## config.mk

```make
export PLATFORM = sky130hd
export DESIGN_NAME = board_writer_flat
export DESIGN_NICKNAME = d
export VERILOG_FILES = /design/src/rtl/board_writer_pkg.sv /design/src/rtl/board_writer_if.sv /design/src/rtl/board_row_shift.sv /design/src/rtl/board_writer.sv /design/src/flat_wrapper.sv
export SDC_FILE = /design/constraint.sdc
export NUM_CORES = 1
export LEC_CHECK = 0
export BUFFER_PORTS_ARGS = -buffer_cell sky130_fd_sc_hd__buf_2
export CORE_MARGIN = 3
export CORE_UTILIZATION = 40
export DETAILED_ROUTE_END_ITERATION = 10
export GPL_TIMING_DRIVEN = 1
export PLACE_DENSITY = 0.59
export REMOVE_ABC_BUFFERS = 1
export SETUP_SLACK_MARGIN = 0.15
export SKIP_CTS_REPAIR_TIMING = 1
export SYNTH_ARGS = -nofsm -noshare
export SYNTH_HDL_FRONTEND = slang
export SYNTH_HIERARCHICAL = 1
export SYNTH_SLANG_ARGS = --single-unit
```

## constraint.sdc

```tcl
create_clock -name CLK -period 6.94 [get_ports CLK]
set_clock_uncertainty 0.05 [all_clocks]
set_input_delay 0.347 -clock CLK [delete_from_list [all_inputs] [get_ports CLK]]
set_output_delay 0.347 -clock CLK [all_outputs]
set_load 0.005 [all_outputs]
```

## src/rtl/board_writer_pkg.sv

```systemverilog
// Shared types and constants for the playfield writer: geometry, score limits,
// FSM state encoding and the cell-index helper.
package board_writer_pkg;

  localparam int unsigned BoardCols = 8;
  localparam int unsigned BoardRows = 16;
  localparam int unsigned ScoreW    = 10;
  localparam int unsigned MapW      = BoardCols * BoardRows;

  localparam logic [ScoreW-1:0] ScoreMax = 10'd99;

  typedef enum logic [2:0] {
    StIdle  = 3'd0,
    StMerge = 3'd1,
    StScan  = 3'd2,
    StShift = 3'd3,
    StDone  = 3'd4
  } state_e;

  // Bit position of cell (x, y) in the map: y*8 + x.
  function automatic logic [6:0] idx(input logic [2:0] x, input logic [3:0] y);
    return {y, x};
  endfunction

endpackage

```

## src/rtl/board_writer_if.sv

```systemverilog
// Lock request, piece coordinates and playfield/score outputs of board_writer.
interface board_writer_if;

  logic                                 lock_req;
  logic [2:0]                           b1_x, b2_x, b3_x, b4_x;
  logic [3:0]                           b1_y, b2_y, b3_y, b4_y;
  logic [board_writer_pkg::MapW-1:0]    map;
  logic                                 busy;
  logic                                 done;
  logic [board_writer_pkg::ScoreW-1:0]  row;
  logic                                 game_over;

  modport master (
    output lock_req, b1_x, b2_x, b3_x, b4_x, b1_y, b2_y, b3_y, b4_y,
    input  map, busy, done, row, game_over
  );

  modport slave (
    input  lock_req, b1_x, b2_x, b3_x, b4_x, b1_y, b2_y, b3_y, b4_y,
    output map, busy, done, row, game_over
  );

endinterface

```

## src/rtl/board_row_shift.sv

```systemverilog
// Combinational removal of row r: rows r..1 take rows r-1..0, row 0 becomes empty.
module board_row_shift
  import board_writer_pkg::*;
(
  input  logic [MapW-1:0] cur,
  input  logic [3:0]      r,
  output logic [MapW-1:0] shifted
);

  always_comb begin
    shifted = '0;
    for (int j = 1; j < int'(BoardRows); j++) begin
      if (j > int'(r)) begin
        shifted[j*8 +: 8] = cur[j*8 +: 8];
      end else begin
        shifted[j*8 +: 8] = cur[(j-1)*8 +: 8];
      end
    end
  end

endmodule

```

## src/rtl/board_writer.sv

```systemverilog
// Single writer of the 8x16 playfield: merges locked pieces, clears full rows, counts lines.
// Optional sticky game-over detection is enabled by defining BOARD_GAMEOVER_EN.
module board_writer
  import board_writer_pkg::*;
(
  input  logic          CLK,
  input  logic          reset,
  board_writer_if.slave bus
);

  state_e            state_q;
  logic [MapW-1:0]   map_q;
  logic [3:0]        r_q;
  logic [6:0]        cell_q [4];
  logic [ScoreW-1:0] row_q;
  logic              busy_q;
  logic              done_q;
  logic              game_over_q;

  logic [MapW-1:0]   piece;
  logic [MapW-1:0]   shifted;
  logic              row_full;
  logic              accept;

  always_comb begin
    piece = '0;
    for (int i = 0; i < 4; i++) begin
      piece[cell_q[i]] = 1'b1;
    end
  end

  assign row_full = (map_q[{r_q, 3'b000} +: 8] == 8'hFF);

`ifdef BOARD_GAMEOVER_EN
  assign accept = bus.lock_req && !game_over_q;
`else
  assign accept = bus.lock_req;
`endif

  board_row_shift u_row_shift (
    .cur     (map_q),
    .r       (r_q),
    .shifted (shifted)
  );

  always_ff @(posedge CLK) begin
    if (!reset) begin
      state_q     <= StIdle;
      map_q       <= '0;
      r_q         <= '0;
      row_q       <= '0;
      busy_q      <= 1'b0;
      done_q      <= 1'b0;
      game_over_q <= 1'b0;
      for (int i = 0; i < 4; i++) begin
        cell_q[i] <= '0;
      end
    end else begin
      done_q <= 1'b0;
      unique case (state_q)
        StIdle: begin
          if (accept) begin
            cell_q[0] <= idx(bus.b1_x, bus.b1_y);
            cell_q[1] <= idx(bus.b2_x, bus.b2_y);
            cell_q[2] <= idx(bus.b3_x, bus.b3_y);
            cell_q[3] <= idx(bus.b4_x, bus.b4_y);
            busy_q    <= 1'b1;
            state_q   <= StMerge;
          end
        end
        StMerge: begin
          map_q   <= map_q | piece;
          r_q     <= 4'd15;
          state_q <= StScan;
`ifdef BOARD_GAMEOVER_EN
          if (|(map_q & piece)) begin
            game_over_q <= 1'b1;
          end
`endif
        end
        StScan: begin
          if (row_full) begin
            state_q <= StShift;
          end else if (r_q == 4'd0) begin
            busy_q  <= 1'b0;
            state_q <= StDone;
          end else begin
            r_q <= r_q - 4'd1;
          end
        end
        StShift: begin
          // r stays put so the row that just moved down gets re-checked.
          map_q   <= shifted;
          state_q <= StScan;
          if (row_q < ScoreMax) begin
            row_q <= row_q + ScoreW'(1);
          end
        end
        StDone: begin
          done_q  <= 1'b1;
          state_q <= StIdle;
`ifdef BOARD_GAMEOVER_EN
          if (|map_q[7:0]) begin
            game_over_q <= 1'b1;
          end
`endif
        end
        default: state_q <= StIdle;
      endcase
    end
  end

  assign bus.map       = map_q;
  assign bus.busy      = busy_q;
  assign bus.done      = done_q;
  assign bus.row       = row_q;
  assign bus.game_over = game_over_q;

endmodule

```

## src/flat_wrapper.sv

```systemverilog
// flat-port wrapper written by rule: the top's interface ports become plain ports
module board_writer_flat import board_writer_pkg::*;
  (CLK, reset, bus_lock_req, bus_b1_x, bus_b2_x, bus_b3_x, bus_b4_x, bus_b1_y, bus_b2_y, bus_b3_y, bus_b4_y, bus_map, bus_busy, bus_done, bus_row, bus_game_over);
  board_writer_if bus_i ();
  input  logic CLK;
  input  logic reset;
  input wire logic [$bits(bus_i.lock_req)-1:0] bus_lock_req;
  input wire logic [$bits(bus_i.b1_x)-1:0] bus_b1_x;
  input wire logic [$bits(bus_i.b2_x)-1:0] bus_b2_x;
  input wire logic [$bits(bus_i.b3_x)-1:0] bus_b3_x;
  input wire logic [$bits(bus_i.b4_x)-1:0] bus_b4_x;
  input wire logic [$bits(bus_i.b1_y)-1:0] bus_b1_y;
  input wire logic [$bits(bus_i.b2_y)-1:0] bus_b2_y;
  input wire logic [$bits(bus_i.b3_y)-1:0] bus_b3_y;
  input wire logic [$bits(bus_i.b4_y)-1:0] bus_b4_y;
  output wire logic [$bits(bus_i.map)-1:0] bus_map;
  output wire logic [$bits(bus_i.busy)-1:0] bus_busy;
  output wire logic [$bits(bus_i.done)-1:0] bus_done;
  output wire logic [$bits(bus_i.row)-1:0] bus_row;
  output wire logic [$bits(bus_i.game_over)-1:0] bus_game_over;
  assign bus_i.lock_req = bus_lock_req;
  assign bus_i.b1_x = bus_b1_x;
  assign bus_i.b2_x = bus_b2_x;
  assign bus_i.b3_x = bus_b3_x;
  assign bus_i.b4_x = bus_b4_x;
  assign bus_i.b1_y = bus_b1_y;
  assign bus_i.b2_y = bus_b2_y;
  assign bus_i.b3_y = bus_b3_y;
  assign bus_i.b4_y = bus_b4_y;
  assign bus_map = bus_i.map;
  assign bus_busy = bus_i.busy;
  assign bus_done = bus_i.done;
  assign bus_row = bus_i.row;
  assign bus_game_over = bus_i.game_over;
  board_writer u_core (.CLK(CLK), .reset(reset), .bus(bus_i));
endmodule
```

Word level (Yosys, flattened, before mapping)
Memory sizes are Yosys's and may differ from the RTL's.
Index checks and enable logic that the tools add are counted.
{"block": "totals", "mem_bits_rw": 28, "output_inout_bits": 141, "register_bits": 147, "wordCells": 156, "inputBits": 31, "n_memories": 1}
{"memory": "u_core.cell_q", "depth": 4, "word_bits": 7, "rd": 4, "rd_clocked_by_memory_dff": 0, "wr": 4, "line": "board_writer.sv:14", "source": "logic [6:0] cell_q [4];"}
{"block": "op_classes", "n_eq_ne": 25, "reduce_logical": 29, "bitwise_logic": 8, "n_addsub": 2, "magnitude_cmp": 24, "n_mux": 45, "n_shift": 1}
{"op": "$or 128x128->128", "n": 4}
{"op": "$pmux 128 s2", "n": 1}
{"op": "$shiftx 128x8->8", "n": 1}
{"op": "$mux 8", "n": 15}
{"op": "$ne 2x2->1 const B", "n": 18}
{"op": "$reduce_and 2->1", "n": 17}
{"op": "$gt 4x4->1 const A", "n": 8}
{"op": "$lt 7x8->1 const B", "n": 4}
{"op": "$demux 1 s7", "n": 4}
{"op": "$ge 7x1->1 const B", "n": 4}
{"op": "$mux 7", "n": 4}
{"op": "$gt 3x4->1 const A", "n": 4}
{"op": "$mux 1", "n": 13}
{"op": "$add 10x1->10 const B", "n": 1}
{"op": "$lt 10x7->1 const B", "n": 1}
{"op": "$mux 3", "n": 3}
{"op": "$pmux 3 s3", "n": 1}
{"op": "$eq 8x8->1 const B", "n": 1}
{"op": "$gt 2x4->1 const A", "n": 2}
{"op": "$mux 4", "n": 2}
{"op": "$pmux 4 s2", "n": 1}
{"op": "$eq 3x2->1 const B", "n": 2}
{"op": "$reduce_bool 2->1", "n": 3}
{"op": "$gt 1x4->1 const A", "n": 1}
{"op": "other kinds (13)", "n": 19}

Longest topological paths before layout
An unclocked memory read counts as a cell.
{"block": "logic_depth", "ltp_word": 10, "depth_mapped": 8, "mapped_depth_nobuf": 6}

Modules after synthesis
Netlist, hierarchy kept.
{"mod": "board_writer", "cells_each": 1293, "instances": 1, "seq_area_each_um2": 3783.6, "area_per_inst_um2": 10682.7}
{"mod": "board_row_shift", "cells_each": 153, "instances": 1, "seq_area_each_um2": 0.0, "area_per_inst_um2": 1646.6}

Worst setup path before layout
Ideal clock, no wire load.
{"block": "synth_path", "kind": "register to register", "from": "register u_core.state_q[1]", "to": "memory u_core.cell_q[0][0], enable pin", "path_buffers": 2, "stages_incl_launch_ff": 5, "arrival_time_ns": 1.781, "path_slack_ns": 4.720, "setup_ns": 0.389, "cell_sequence": "dfxtp_1 buf_4 nor4b_1 clkbuf_1 nand2b_1"}
{"element": "start: declaration", "line": "board_writer.sv:11", "source": "state_e state_q;"}
{"element": "start signal: assignment", "line": "board_writer.sv:48", "source": "state_q <= StIdle;"}
{"element": "start signal: assignment", "line": "board_writer.sv:68", "source": "state_q <= StMerge;"}
{"element": "start signal: assignment", "line": "board_writer.sv:74", "source": "state_q <= StScan;"}
{"element": "end: declaration", "line": "board_writer.sv:14"}

Worst setup path after layout
{"block": "layout_path", "from": "register u_core.r_q[1]", "to": "register u_core.map_q[108], in the netlist u_core/bus.map[108]"}
{"block": "layout_via", "elab_chain_cells": 3}
{"element": "start: declaration", "line": "board_writer.sv:13", "source": "logic [3:0] r_q;"}
{"element": "start signal: assignment", "line": "board_writer.sv:88", "source": "r_q <= r_q - 4'd1;"}
{"element": "$gt 4x4->1", "line": "board_row_shift.sv:13", "source": "if (j > int'(r)) begin"}
{"element": "$ne 2x2->1 (no line)"}
{"element": "$reduce_and 2->1 (no line)"}
{"element": "end signal: assignment", "line": "board_writer.sv:72", "source": "map_q <= map_q | piece;"}
{"element": "end signal: assignment", "line": "board_writer.sv:93", "source": "map_q <= shifted;"}
{"element": "end: declaration", "line": "board_writer.sv:12", "source": "logic [MapW-1:0] map_q;"}
Every way passes these cells.
A chain may end at the register's enable or synchronous reset.

==> flow_summary.toml <==
[clock_tree]
cts_made_buffers = 17
cts_buffer_depth = 2
clockRootBuffer = "clkbuf_16"
cts_sinks = 175
clock_latency_ps = 430
clk_pin_slew_ps = 70
h-tree-depth = 4
cts_tree = "built"

[cells_and_area]
syn_to_final_growth_pct = 12.0
post-route-util_pct = 46.0
drive_gt1_share_pct = 33.7
finalNonFillerCells = 1922
diodes = 0
nets = 1552
stdcell_area_mm2 = 0.0138

[timing]
setup_slack_ps = 4190
relSlewSlack_pct = 18.3
finalSetupViolCount = 0
fin_crit_ps = 2750
worstMarginPinSlew_ps = 1230
fmax_mhz = 364
hold_violations = 0
whs_ps = 166
maxSlewViolCount = 0
fin_crit_sh_pct = 39.6
rsz0062_at_grt = "false"

[power]
p_leak_nw = 5.01
p_per_area_mw_per_mm2 = 210
p_sw_mw = 1.02
clock_power_share_pct = 33.1
p_int_mw = 1.87
pwr-share-seq_pct = 42.2
swShare_pct = 35.3
combPwrFrac_pct = 24.7
vdd_drop_max_mv = 0.163

[logic_synthesis]
yosysSeqAreaShare_pct = 30.7
synth_async_sr_flop_share_pct = 0
ys.flop_type = "dfxtp_1"
synth_top_area_share_pct = 23.9
syn_area_per_cell_um2 = 8.53
synthTopCellsByCount = "147 x dfxtp_1, 125 x o221a_2, 122 x mux2_2"
synth.area.top_cells = "dfxtp_1 24%, o221a_2 11%, mux2_2 11%"
ys_types = 68
synth_most_common_cell = "dfxtp_1"
syn_area_mm2 = 0.0123
yosysWarnings = 6
synthCells = 1446
synth_edf_count = 28
yosysTopAreaCell = "dfxtp_1"
ys_seq_elements = 175

[global_route]
gr-total-overflow = 0
gr-usage-all-layers_pct = 29.4
grt_pass1_vias = 12100
grt_max_degree = 107
antenna_found_initial = 0
grt_first_pass_wirelength_um = 76500

[floorplan]
die_w_um = 182
start_util_pct = 41.1
coreArea_mm2 = 0.0300
io_pins = 172
core.rowCount = 63
dieArea_mm2 = 0.0330
die_h_um = 182

[worst_setup_path]
critPathMaxStageDelay_ps = 680
cp.required_ps = 7210
slowest_stage = "dfxtp_1"
reg2regPathDepth = 5
critPathArrivalTime_ps = 3020
cp-start-kind = "flip-flop"
end_kind = "flip-flop"
crit_type = "reg -> reg"
cp_max_fo = 18
crit_chain = "buf_4 > or2_1 > nand3_2 > mux2_2 > o221a_2"

[hold_path]
min_path_cells = 2
worst_hold_path_type = "in -> reg"

[route]
drt_iter0_drc = 2086
wirelength_um = 51100
drtPass1Iterations = 6
drc_errors = 0
wl_per_cell_um = 26.6
via_count = 13300
via_per_inst = 6.90
drtAntennaViolNets = 0

[status]
outcome = "completed"

[job]
drv_cap = 0

[placement]
place_inst = 1890
finalWeightedCongestion = 1.04
placed_cell_area_mm2 = 0.0132
io_buffers = 170
dp_slack_ps = 4280
hpwlAfterDp_um = 35200
[flip-flops by register name, summed over array words and instances (netlist names)]
signal and cells:
u_core/bus.busy 1, u_core/state_q 3, u_core/r_q 4, u_core/bus.done 1, u_core/bus.row 10, u_core/cell_q 28, u_core/bus.map 128
[layer usage]
layer / track usage (%) / wire length, um / up-vias
met2: 42.8 / 21500 / 908
met4: 12.2 / 2230 / 0
met1: 41.4 / 21800 / 6382
li1: - / - / 5848
met3: 7.31 / 5610 / 133
met5: 0 / 0 / -
[final timing paths]
| kind | from | end | slack [ps] |
|---|---|---|---|
| hold / removal | bus_b1_y[3] | u_core/cell_q[0][6]$_SDFFCE_PN0P_ | 170 |
| setup reg to reg | u_core/r_q[1]$_SDFFE_PN0P_ | u_core/bus.map[108]$_SDFFE_PN0P_ | 4190 |
| setup / recovery | u_core/r_q[1]$_SDFFE_PN0P_ | u_core/bus.map[108]$_SDFFE_PN0P_ | 4190 |
| hold reg to reg | u_core/bus.row[7]$_SDFFE_PN0P_ | u_core/bus.row[7]$_SDFFE_PN0P_ | 430 |
[layout by cell type, fill, tap and decap left out, types with 4 or more instances in the layout]
cell	netlist	final
nand4_1	29	29
inv_1	5	6
a21oi_1	121	121
and3_1	35	35
and2_1	12	12
conb_1	2	9
clkbuf_16	0	17
o2111ai_1	4	4
clkbuf_8	0	4
o221a_2	125	125
edfxtp_1	28	28
buf_2	22	169
nor2b_1	4	4
nand2_1	109	109
or3b_2	6	6
nor3b_1	6	6
nor4_2	5	5
mux2_2	122	122
nand3_1	18	18
nand2b_1	22	21
a221oi_1	19	19
a22oi_1	73	73
and3b_1	5	5
o21ai_0	7	7
buf_4	14	26
or3_1	4	4
a31oi_1	78	78
nor2_1	118	118
dfxtp_1	147	146
nor3_1	50	50
o22ai_1	65	65
nand3b_1	6	6
nand4b_1	4	4
or2_2	11	11
nor4_1	9	9
[worst max-delay path: cells and delay by family (launching register included)]
family / cells / cell delay (ps)
flip-flops: 1 / 680
buffers and inverters: 1 / 380
AND/OR/NAND/NOR: 2 / 870
multiplexers: 1 / 360
AO/OA/AOI/OAI: 1 / 280
[power groups by stage]
stage,Combinational [mW],Sequential (mW),Clock [mW]
floorplan,0.409,1.22,0
global placement,0.675,1.24,0
detailed placement,0.679,1.24,0
CTS,0.682,1.22,0.972
global route,0.743,1.23,1.01
finish,0.713,1.22,0.957
[cells by family (layout without fill, tap and decap cells)]
kind of cell | after synthesis | in the layout | synth area share, %
AOI/OAI and AO/OA | 511 | 511 | 31.7
and+or+nand+nor | 471 | 471 | 19.8
DFF | 175 | 175 | 30.7
buffers and inverters | 154 | 233 | 5.59
muxes | 126 | 126 | 11.6
xor gates and xnor gates | 5 | 5 | 0.355
adders and majority gates | 2 | 2 | 0.203
other | 2 | 9 | 0.0609
[cell type report]
cell class              count  area, um2
multi-input cells        1124       7900
inverters                   6       22.5
well taps                 390        488
fillers                  2951      16200
clock buffers              23        488
clock inverters             9       85.1
flip-flops and latches    175       3790
repair buffers            195       1040
[metrics by stage]
step	setup TNS, ps	power [mW]
2_1_floorplan	-2790	1.63
3_3_place_gp	0	1.91
3_5_place_dp	0	1.92
4_1_cts	0	2.87
5_1_grt	0	2.99
6_report	0	2.89
No activity file was read; power rests on OpenSTA's default activity.
